## src/rtl/store_merge_unit.sv

```systemverilog
// store_merge_unit: narrows SB/SH/SW stores into full-word writes, read-modify-write for sub-word lanes.
module store_merge_unit #(
  parameter int RD_LAT     = 1,
  parameter bit BIG_ENDIAN = 0
) (
  input  logic        clk,
  input  logic        rst,
  input  logic        req_valid,
  output logic        req_ready,
  input  logic [31:0] req_addr,
  input  logic [31:0] req_data,
  input  logic [1:0]  req_size,
  output logic [31:0] mem_addr,
  output logic        mem_re,
  input  logic [31:0] mem_rdata,
  output logic        mem_we,
  output logic [31:0] mem_wdata,
  output logic        done,
  output logic        misaligned
);
  typedef enum logic [2:0] {IDLE, READ, WAIT, WRITE, ERR} state_t;
  state_t      state, nxt;
  logic [31:0] addr_q, word_q, mask, ins, merged;
  logic [15:0] data_q;
  logic        half_q, accept, bad;
  logic [1:0]  cnt, lane;
  logic        hsel;
  assign accept = req_valid && req_ready;
  assign bad = (req_size == 2'b11) || (req_size == 2'b01 && req_addr[0]) ||
               (req_size == 2'b10 && req_addr[1:0] != 2'b00);
  always_comb begin
    nxt = state;
    case (state)
      IDLE:    nxt = !accept ? IDLE : bad ? ERR : (req_size == 2'b10) ? WRITE : READ;
      READ:    nxt = WAIT;
      WAIT:    nxt = (cnt == 2'd0) ? WRITE : WAIT;
      WRITE:   nxt = IDLE;
      ERR:     nxt = IDLE;
      default: nxt = IDLE;
    endcase
  end
  always_ff @(posedge clk or posedge rst)
    if (rst) state <= IDLE;
    else     state <= nxt;
  // Lane select: big-endian mirrors the byte index (3-k == ~k) and flips the half.
  assign lane   = addr_q[1:0] ^ {2{BIG_ENDIAN}};
  assign hsel   = addr_q[1] ^ BIG_ENDIAN;
  assign mask   = half_q ? (32'h0000_FFFF << {hsel, 4'd0}) : (32'h0000_00FF << {lane, 3'd0});
  assign ins    = half_q ? {2{data_q}} : {4{data_q[7:0]}};
  assign merged = (mem_rdata & ~mask) | (ins & mask);
  always_ff @(posedge clk or posedge rst)
    if (rst) begin
      addr_q <= '0;
      data_q <= '0;
      half_q <= 1'b0;
      word_q <= '0;
      cnt    <= '0;
    end else if (accept) begin
      addr_q <= req_addr;
      data_q <= req_data[15:0];
      half_q <= req_size == 2'b01;
      word_q <= req_data;
    end else if (state == READ) begin
      cnt <= 2'(RD_LAT - 1);
    end else if (state == WAIT) begin
      if (cnt == 2'd0) word_q <= merged;
      else             cnt <= cnt - 2'd1;
    end
  assign req_ready  = (state == IDLE) && !rst;
  assign mem_re     = state == READ;
  assign mem_we     = state == WRITE;
  assign done       = state == WRITE;
  assign misaligned = state == ERR;
  assign mem_addr   = (state == READ || state == WRITE) ? {addr_q[31:2], 2'b00} : '0;
  assign mem_wdata  = (state == WRITE) ? word_q : '0;
endmodule

```

## config.mk

```make
export PLATFORM = sky130hd
export DESIGN_NAME = store_merge_unit
export DESIGN_NICKNAME = d
export VERILOG_FILES = /design/src/rtl/store_merge_unit.sv
export SDC_FILE = /design/constraint.sdc
export NUM_CORES = 1
export LEC_CHECK = 0
export CORE_AREA = 3 3 109 111
export DETAILED_ROUTE_END_ITERATION = 10
export DIE_AREA = 0 0 112 114
export HOLD_SLACK_MARGIN = 0.03
export PLACE_DENSITY = 0.78
export SLEW_MARGIN = 0
export SYNTH_ARGS = -nofsm -noshare
export SYNTH_HDL_FRONTEND = slang
export SYNTH_SLANG_ARGS = --single-unit
```

## constraint.sdc

```tcl
create_clock -name clk -period 3.5 [get_ports clk]
set_input_delay 0.35 -clock clk [delete_from_list [all_inputs] [get_ports clk]]
set_output_delay 0.35 -clock clk [all_outputs]
set_load 0.01 [all_outputs]
```

# [After elaboration in Yosys (flattened, before gate mapping)]
# Cells that the tools add are included.
[classes] addsub=1 n_eq_ne=9 n_shift=2 muxes=16 bitwise=5 reduce_logical=16
[ops] op="32-bit two-way mux" n=8
[ops] op="32-bit bitwise AND" n=2
[ops] op="32-bit inverter" n=1
[ops] op="32-bit OR" n=1
[ops] op="16-bit by 5-bit << shifter with 32-bit output (first input constant)" n=1
[ops] op="8-bit by 5-bit << shifter with 32-bit output (first input constant)" n=1
[ops] op="3-bit case mux with 3 select lines" n=1
[ops] op="2-bit two-way mux" n=4
[ops] op="2-bit nonzero test" n=4
[ops] op="3-bit by 2-bit equality test with 1-bit output (second input constant)" n=2
[ops] op="3-bit two-way mux" n=2
[ops] op="3-bit AND reduction" n=2
[ops] op="2-bit equality test (second input constant)" n=2
[ops] op="1-bit logical AND" n=4
[ops] op="3-bit by 1-bit equality test with 1-bit output (second input constant)" n=1
[ops] op="3-bit equality test (second input constant)" n=1
[ops] op="3-bit logical NOT" n=1
[ops] op="1-bit logical OR" n=3
[ops] op="2-bit by 1-bit equality test with 1-bit output (second input constant)" n=1
[ops] op="2-bit logical NOT" n=1
[ops] op="2-bit by 1-bit != test with 1-bit output (second input constant)" n=1
[ops] op="2-bit != test (second input constant)" n=1
[ops] op="2-bit by 1-bit subtractor with 2-bit output (second input constant)" n=1
[ops] op="1-bit logical NOT" n=1
[ops] op="2 further kinds" n=2
[word_totals] reg_bits=86 input_bits=101 out_inout_bits=69 wordCells=55

# [Logic depth before layout (Yosys ltp)]
# Gate-level depths: netlist (run 1).
[depth] word_depth=9 depth_mapped=7 ltp_nobuf=5

# [Least setup slack after synthesis (run 1)]
# No wires, ideal clock.
[synth_timing] path_kind="reg-to-output" from="register state[0]" to="output mem_we" t_arrival_ns=1.413 t_required_ns=3.150 path_slack_ns=1.737 stages_incl_launch_ff=7 n_path_buf=4 path_cell_list="dfrtp_1 -> buf_2 -> nor2b_1 -> clkbuf_1 -> clkbuf_1 -> and2_1 -> buf_4"
[synth_between] elab_chain_cells=1
[synth_lines] element="start, declared" line="22" text="state_t state, nxt;"
[synth_lines] element="start signal, assigned" line="44" text="else state <= nxt;"
[synth_lines] element="3-bit by 2-bit equality test with 1-bit output"
[synth_lines] element="end, declared" line="16" text="output logic mem_we,"
# No other way between the ends.

# [Worst setup path after layout (run 1)]
[layout_timing] from="register state[0]" to="output mem_wdata[10]"
[layout_between] elab_chain_cells=2
[layout_lines] element="3-bit by 2-bit equality test with 1-bit output" line="75" text="assign mem_wdata = (state == WRITE) ? word_q : '0;"
[layout_lines] element="32-bit two-way mux" line="75"
[layout_lines] element="end, declared" line="17" text="output logic [31:0] mem_wdata,"
# No other way between the ends.

==> run summary, run 1 <==
Starting Density: 40.0%
Final setup violation count: 0
Tmin final: 2790 ps
Cell row count: 38
TNS Setup: 0 ps
ANT nets after route: 0
Inserted Diodes: 0
Hold Path Sink: addr_q[27]$_DFFE_PP0P_
Initial antenna violation count: 0
Hold Path Depth: 2
Critical Path Fanout Max: 24
First-pass GRT wire length: 22800 um
Status: completed
Worst slew margin: 42.5%
Die Height: 114 um
# H-tree levels: 3
Final net count: 753
CTS tree: built
Die width: 112 um
Number of global-route vias before repair: 4321
Post-route insts no fill: 794
Worst Tran Pin Value: 861 ps
Crit path kind: flop to primary output
Final hold slack: 473 ps
WL final: 14400 um
Max-cap violations: 0
Skew final: 15.4 ps
Reg-to-reg critical path startpoint: state[1]$_DFF_PP0_
Netlist Area Pre-Place: 0.00435 mm^2
Synth async-reset ratio: 100%
Clock latency on the worst-skew pair: 350 ps
Reg-to-reg slack, setup: 1170 ps
Commonest non-fill, non-tap cell in the layout: clkdlybuf4s50_1
CP Launch Type: flop
Core area: 0.0109 mm^2
# IOs: 170
Vias per cell: 5.42
Leak Pwr: 2.88 nW
FF-to-FF End: word_q[28]$_DFFE_PP0P_
Clk root buf: clkbuf_8
CTS buffer count: 9
Pre-antenna DRT Iters: 5
Synth Flop Type: dfrtp_1
Via count: 4305
Max-slew violation count: 0
Critical Path AT: 2440 ps
RSZ-0062 raised after global routing: no
Crit-path slowest cell: dfrtp_1
Cell Chain, Critical Path: nor2b_4 -> buf_4 -> and3_1 -> clkdlybuf4s50_1
CTS max path bufs: 2
Grt ovf: 0
Synth cell types: 37
Pin count of the biggest net entering global routing: 47
CP Capture Type: primary output
Layout cell share with drive strength beyond 1: 4.74%
CTS clk-pin slew, worst paths: 90 ps
Required @ worst endpoint: 3150 ps
PortBufs: 167
Ys Warns: 0
Slowest stage delay, CP: 580 ps
Worst VDD drop: 0.350 mV
HPWL Detailed: 10500 um
Worst Hold Class: flop to flop
Post-CTS sizing: 0
Post-DR wirelength/cell: 18.2 um
Syn Inst Count: 503
CTS hold repair buffers: 0
Die area: 0.0128 mm^2
DRT iter0 DRCs: 329
FF+latch count, synth: 86
Final Hold Fails: 0
R2R cell count: 5
Most frequent cells in the layout: 167 x clkdlybuf4s50_1, 145 x nand2_1, 86 x dfrtp_1
Sinks on Clock Net: 86
Pwr Density: 767 mW/mm^2
Register area share after synthesis: 49.5%
Area delta synth->final: 44.2%
GR Util All Layers: 22.5%
Fmax: 358 MHz
Postcts setup bufs: 0
Hold path startpoint: addr_q[27]$_DFFE_PP0P_
# DRC: 0
EDFF count, synth: 0
Post-Place Cells: 780
Final GP Congestion: 0.885
Syn_area_per_cell: 8.65 um^2
Period utilisation layout: 79.7%
worst max-delay path, delay by kind of cell (launching register included):
| kind | cells | cell delay [ps] |
|---|---|---|
| and+or+nand+nor | 2 | 640 |
| DFF | 1 | 580 |
| buffers and inverters | 2 | 880 |
area by class of cell:
cell class	instances	area, um^2
tap	140	175
timing repair buffer	177	1760
clock inverter	5	52.6
sequential	86	2150
inverter	12	46.3
fill	965	4620
clock buffer	9	124
multi-input combinational	365	1960
sequential cells by signal, summed over array words and instances, names as in the netlist:
signal  flops
addr_q     32
cnt         2
data_q     16
half_q      1
state       3
word_q     32
kinds of logic after synthesis:
family / count (synthesis) / share of synthesized area, %
and+or+nand+nor: 253 / 27.3
AOI/OAI and AO/OA: 103 / 15.7
DFF: 86 / 49.5
buffers and inverters: 53 / 5.75
muxes: 5 / 1.15
adders and majority gates: 1 / 0.288
other: 1 / 0.0862
xor gates and xnor gates: 1 / 0.201
metrics by stage:
stage | instance area (um^2) | setup slack, ps | power (W) | utilization, %
finish | 6270 | 710 | 0.00481 | 57.6
global route | 6270 | 562 | 0.00516 | 57.6
detailed placement | 6100 | 1080 | 0.00415 | 56.0
CTS | 6270 | 692 | 0.00483 | 57.6
global placement | 6100 | 1190 | 0.00406 | 56.0
floorplan | 4350 | 928 | 0.00314 | -
synth_stat cells (2+ instances only):
| master | number | area share, % |
|---|---|---|
| o22ai_1 | 2 | 0.29 |
| inv_1 | 12 | 1.0 |
| buf_2 | 8 | 0.92 |
| a21oi_1 | 16 | 1.8 |
| nor2b_1 | 3 | 0.43 |
| and2_1 | 33 | 4.7 |
| o21ai_1 | 4 | 0.46 |
| mux2i_1 | 5 | 1.2 |
| nand2_1 | 146 | 13 |
| dfrtp_1 | 86 | 49 |
| nand3_1 | 12 | 1.4 |
| nor2_1 | 14 | 1.2 |
| a2bb2oi_1 | 8 | 1.6 |
| a22oi_1 | 2 | 0.35 |
| o221ai_1 | 16 | 3.2 |
| buf_6 | 2 | 0.52 |
| a211oi_1 | 11 | 1.9 |
| buf_4 | 7 | 1.2 |
| o21ai_0 | 29 | 3.3 |
| a21boi_0 | 5 | 0.86 |
| and3_1 | 39 | 5.6 |
| clkbuf_1 | 23 | 2.0 |
| a22o_1 | 4 | 0.81 |
| o211ai_1 | 3 | 0.52 |
metal layers:
metal  global-route usage (%)  wire [um]  share of wire (%)
met1                     29.5       6050                 42
met2                     37.9       7180                 50
met3                     2.81        776                5.4
met4                     9.38        429                3.0
met5                        0          0                  0
how the worst max path moves through the flow:
| stage | to | slack (ps) | cells past startpoint | start |
|---|---|---|---|---|
| after global placement | mem_wdata[9] | 1190 | 4 | state[0]$_DFF_PP0_ |
| after floorplan | addr_q[0]$_DFFE_PP0P_ | 930 | 1 | rst |
| after CTS | mem_wdata[15] | 690 | 4 | state[0]$_DFF_PP0_ |
| after detailed placement | mem_wdata[15] | 1080 | 4 | state[0]$_DFF_PP0_ |
| after global routing | mem_re | 560 | 4 | state[0]$_DFF_PP0_ |
| final | mem_wdata[10] | 710 | 4 | state[0]$_DFF_PP0_ |
where the power goes:
group	internal, W	leakage, nW	switching (W)
Clock	0.000319	0.0907	0.000349
Combinational	0.00108	1.73	0.00122
Sequential	0.00147	1.06	0.000371
Total	0.00287	2.88	0.00194
No activity file was read; power rests on OpenSTA's default activity.
==> run 2: changes to the inputs <==
Clock period 3.5 ns to 2.6 ns, I/O delays scaled along.
==> run 2 against run 1 <==
Net effect:
- clock power grew 72%
- clock skew shrank 1.6 ps
- critical path depth is the same
- combinational power grew 36%
- flip-flop and latch count is the same
- first-iteration DRC count shrank 12%
- cell count grew 0.63%
- largest cell class unchanged
==> run summary, run 2 (synthesis gave the netlist of run 1 again) <==
Status: completed
HPWL Detailed: 10200 um (-2.4%)
Final setup violation count: 0 (unchanged)
Worst Hold Class: input pin to asynchronous set/reset pin
CTS tree: built
Most frequent cells in the layout: 167 x clkdlybuf4s50_1, 145 x nand2_1, 85 x dfrtp_1
Die Height: 114 um (unchanged)
Pre-antenna DRT Iters: 5 (unchanged)
Largest regs: addr_q (32), word_q (32), data_q (16)
Leak Pwr: 2.93 nW (+1.8%)
Max-cap violations: 0 (unchanged)
Period utilisation layout: 94.3%
Die width: 112 um (unchanged)
Layout fillers: 997 (+3.3%)
# DRC: 0 (unchanged)
Final net count: 757 (+0.53%)
Final Hold Fails: 0 (unchanged)
Sinks on Clock Net: 86 (unchanged)
Worst VDD drop: 0.382 mV (+9.1%)
Critical Path Fanout Max: 42 (+75%)
# IOs: 170 (unchanged)
CP Capture Type: primary output
TNS Setup: 0 ps (unchanged)
Crit-path slowest cell: clkdlybuf4s50_1
GR Util All Layers: 21.6% (-0.86 points)
Commonest non-fill, non-tap cell in the layout: clkdlybuf4s50_1
Crit path kind: flop to primary output
CTS max path bufs: 2 (unchanged)
Post-DR wirelength/cell: 17.7 um (-2.7%)
Post-Place Cells: 784 (+0.51%)
First-pass GRT wire length: 22100 um (-3.0%)
Area delta synth->final: 46.8%
Fmax: 408 MHz
Cell row count: 38 (unchanged)
Critical Path AT: 2190 ps (-250 ps)
Clk root buf: clkbuf_8
CTS buffer count: 9 (unchanged)
PortBufs: 167 (unchanged)
CTS clk-pin slew, worst paths: 90 ps (about the same)
Area of the multi-input gates: 0.00196 mm^2 (unchanged)
Fin area: 0.00638 mm^2 (+1.8%)
Cell Chain, Critical Path: nor2b_4 -> buf_4 -> and3_1 -> clkdlybuf4s50_1
Post-route insts no fill: 799 (+0.63%)
WL final: 14100 um (-2.1%)
Post-Place Worst Slack: 402 ps (-676 ps)
Max-slew violation count: 0 (unchanged)
Pwr Density: 1060 mW/mm^2 (+38%)
Clock latency on the worst-skew pair: 350 ps (about the same)
Initial antenna violation count: 0 (unchanged)
Core area: 0.0109 mm^2 (unchanged)
Via count: 4282 (-0.53%)
Slowest stage delay, CP: 540 ps (-40 ps)
Vias per cell: 5.36 (-1.2%)
CP Launch Type: flop
Grt ovf: 0 (unchanged)
ANT nets after route: 0 (unchanged)
RSZ-0062 raised after global routing: no
CP delay by family, top: buffers and inverters
Inserted Diodes: 0 (unchanged)
Worst Tran Pin Value: 615 ps (-246 ps)
Worst slew margin: 59.0% (+16 points)
Layout cell share with drive strength beyond 1: 5.61% (+0.87 points)
Tmin final: 2450 ps
Fin worst setup slack: 147 ps (-562 ps)
Number of global-route vias before repair: 4307 (-0.32%)
# H-tree levels: 3 (unchanged)
DP Area: 0.00614 mm^2 (+0.70%)
Buf/Inv on CP: 2 (unchanged)
Reg area: 0.00215 mm^2 (about the same)
Die area: 0.0128 mm^2 (unchanged)
Postcts setup bufs: 0 (unchanged)
Post-layout util: 58.6% (+1.0 points)
Pin count of the biggest net entering global routing: 76 (+62%)
Required @ worst endpoint: 2340 ps (-810 ps)
DRT iter0 DRCs: 290 (-12%)
Skew final: 13.9 ps (-1.57 ps)
Starting Density: 40.0% (unchanged)
Final GP Congestion: 0.912 (+3.1%)
run 2: report_power, final:
part | switching (W) | internal [W]
Combinational | 0.00164 | 0.00151
Clock | 0.000486 | 0.000663
Sequential | 0.000506 | 0.00198
run 2: area by class of cell:
cell class	count	share of cell area (%)
Sequential cell	86	33.7
Clock inverter	5	1.69
Multi-Input combinational cell	365	30.7
Timing Repair Buffer	181	28.2
Inverter	12	0.725
Tap cell	140	2.74
Clock buffer	10	2.16
run 2: worst reg2reg max path, cell delays in order (launching register included):
cell and delay (ps):
dfrtp_1 670, inv_1 300, nor2_1 500, o221ai_1 290, a21oi_1 180
run 2: routing by layer:
layer  GRT usage (%)  part of all wire (%)  vias up  wire length (um)
met5               0                     0        -                 0
met4            5.69                   1.1        0               155
met3            4.14                   5.3       15               752
met2            37.1                    51      162              7150
met1            28.3                    43     2093              6070
li1                -                     -     2012                 -
run 2: worst paths after layout:
kind                                         from                      to  slack (ps)  depth (start not counted)
max                            state[0]$_DFF_PP0_            mem_wdata[3]         150                          4
min                                           rst  addr_q[10]$_DFFE_PP0P_         340                          2
max reg2reg                 addr_q[1]$_DFFE_PP0P_  word_q[29]$_DFFE_PP0P_         600                          4
min reg2reg                addr_q[26]$_DFFE_PP0P_  addr_q[26]$_DFFE_PP0P_         470                          2
max in group asynchronous                     rst      state[1]$_DFF_PP0_        1550                          3
min in group clk                      req_addr[3]   addr_q[3]$_DFFE_PP0P_         420                          3
run 2: per-stage QoR:
stage | total power, W | hold WS (ps)
after global routing | 0.00725 | 381
after global placement | 0.00552 | 450
after detailed placement | 0.00563 | 455
final | 0.00677 | 343
after CTS | 0.00680 | 340
after floorplan | 0.00423 | 365
run 2: timing repair:
action                                  CTS  global route
endpoints found under the setup margin    0            21
hold buffers                              0             0
resized for setup                         0             1
==> run 3: changes to the inputs <==
Settings changed: RECOVER_POWER set to 25.
==> run 3 against run 2 <==
Net effect:
- register-to-register slack better by 30 ps
- sequential share of layout area rose by 0.066 points
- global-route usage unchanged
- hold slack improved by 78 ps
- total power about the same
- routed wire length about the same
- flip-flop and latch count is the same
- fmax down 0.28%
- count of clock-buffer cells in the layout stayed put
- die area stayed put
- non-clock buffer count did not move
- largest power group unchanged
==> run summary, run 3 (synthesis gave the netlist of run 1 again) <==
Status: completed
Worst slew margin: 23.8% (-35 points)
Pin count of the biggest net entering global routing: 76 (unchanged)
Critical Path Fanout Max: 42 (unchanged)
CTS max path bufs: 2 (unchanged)
Postcts setup bufs: 0 (unchanged)
Max-slew violation count: 0 (unchanged)
Vias per cell: 5.37 (+0.16%)
Via count: 4289 (+0.16%)
Final hold slack: 421 ps (+77.8 ps)
CTS buffer count: 9 (unchanged)
Cell row count: 38 (unchanged)
GR Util All Layers: 21.6% (unchanged)
Worst Tran Pin Value: 1140 ps (+523 ps)
Die area: 0.0128 mm^2 (unchanged)
# IOs: 170 (unchanged)
CP Capture Type: primary output
Max-cap violations: 0 (unchanged)
Leak Pwr: 2.92 nW (-0.29%)
Tmin final: 2460 ps (+6.94 ps)
Starting Density: 40.0% (unchanged)
Post-DR wirelength/cell: 17.7 um (about the same)
Clk root buf: clkbuf_8
Crit path kind: flop to primary output
Grt ovf: 0 (unchanged)
Pwr Density: 1060 mW/mm^2 (+0.15%)
CTS clk-pin slew, worst paths: 90 ps (about the same)
PortBufs: 167 (unchanged)
RSZ-0062 raised after global routing: no
Layout fillers: 999 (+0.20%)
DRT iter0 DRCs: 317 (+9.3%)
Final GP Congestion: 0.912 (unchanged)
Worst Hold Class: input pin to flop
Largest regs: addr_q (32), word_q (32), data_q (16)
Most frequent cells in the layout: 166 x clkdlybuf4s50_1, 145 x nand2_1, 85 x dfrtp_1
Die width: 112 um (unchanged)
Final setup violation count: 0 (unchanged)
Area delta synth->final: 46.5%
CP Launch Type: flop
Die Height: 114 um (unchanged)
Final net count: 757 (unchanged)
Layout cell share with drive strength beyond 1: 5.61% (unchanged)
Core area: 0.0109 mm^2 (unchanged)
ANT nets after route: 0 (unchanged)
Critical Path AT: 2200 ps (about the same)
WL final: 14100 um (about the same)
# DRC: 0 (unchanged)
Period utilisation layout: 94.6% (+0.27 points)
Skew final: 15.6 ps (+1.69 ps)
Post-layout power: 0.00677 W (about the same)
Final Hold Fails: 0 (unchanged)
HPWL Detailed: 10200 um (unchanged)
Pre-antenna DRT Iters: 5 (unchanged)
Initial antenna violation count: 0 (unchanged)
Required @ worst endpoint: 2340 ps (about the same)
CTS tree: built
Number of global-route vias before repair: 4307 (unchanged)
Inserted Diodes: 0 (unchanged)
Commonest non-fill, non-tap cell in the layout: clkdlybuf4s50_1
TNS Setup: 0 ps (unchanged)
Fmax: 407 MHz (-0.28%)
Sinks on Clock Net: 86 (unchanged)
Worst VDD drop: 0.383 mV (+0.18%)
First-pass GRT wire length: 22100 um (unchanged)
Clock latency on the worst-skew pair: 360 ps (about the same)
# H-tree levels: 3 (unchanged)
==> run 3: changes by cell type in the layout (fill, tap and decap cells not counted), sizes merged <==
cell           previous run  this run
clkinv                    3         2
clkinvlp                  0         1
dlygate4sd3               0         1
clkdlybuf4s50           167       166
buf                      14        13
clkbuf                   10        11
==> run 3: final cells by class <==
type	instances	area [um^2]	share of cell area, %
Sequential cell	86	2150	33.8
Multi-Input combinational cell	365	1960	30.8
Timing Repair Buffer	181	1790	28.1
Tap cell	140	175	2.75
Clock buffer	10	138	2.16
Clock inverter	5	108	1.69
Inverter	12	46.3	0.726
==> run 3: worst paths after layout <==
check / cells after the start / end / startpoint / slack, ps
setup / recovery: 4 / mem_wdata[0] / state[0]$_DFF_PP0_ / 140
hold reg to reg: 2 / addr_q[26]$_DFFE_PP0P_ / addr_q[26]$_DFFE_PP0P_ / 470
max in group asynchronous: 3 / state[1]$_DFF_PP0_ / rst / 460
hold / removal: 3 / addr_q[14]$_DFFE_PP0P_ / req_addr[14] / 420
setup reg to reg: 6 / word_q[23]$_DFFE_PP0P_ / cnt[0]$_DFFE_PP0P_ / 630
min in group asynchronous: 2 / addr_q[11]$_DFFE_PP0P_ / rst / 660
==> run 3: repair_timing <==
action,in CTS,in global routing
endpoints found under the setup margin,0,21
resized for setup,0,1
hold buffers,0,0
==> run 3: metrics by stage <==
step	area (um^2)	utilization, %	std cells	worst slack (ps)
finish	6370	58.5	799	140
detailed placement	6140	56.4	784	402
global placement	6140	56.4	784	506
CTS	6380	58.6	799	15.7
global route	6370	58.5	799	3.38
floorplan	4350	-	504	118
==> run 3: where the power goes <==
part	leakage (nW)	switching, W	internal [W]	total (W)
Combinational	1.74	0.00163	0.00150	0.00314
Sequential	1.06	0.000506	0.00198	0.00248
Clock	0.123	0.000486	0.000663	0.00115
Total	2.92	0.00263	0.00414	0.00677
==> run 3: per-layer routing <==
metal  global-route usage [%]  part of all wire, %
met1                     28.3                   42
met2                     37.1                   51
met3                     4.14                  5.6
met4                     5.69                  1.1
met5                        0                    0
==> run 3: worst max-delay path, cell delays in order (launching register included) <==
cell,delay (ps)
dfrtp_1,530
nor2b_4,220
buf_4,320
and3_1,230
clkdlybuf4s50_1,540
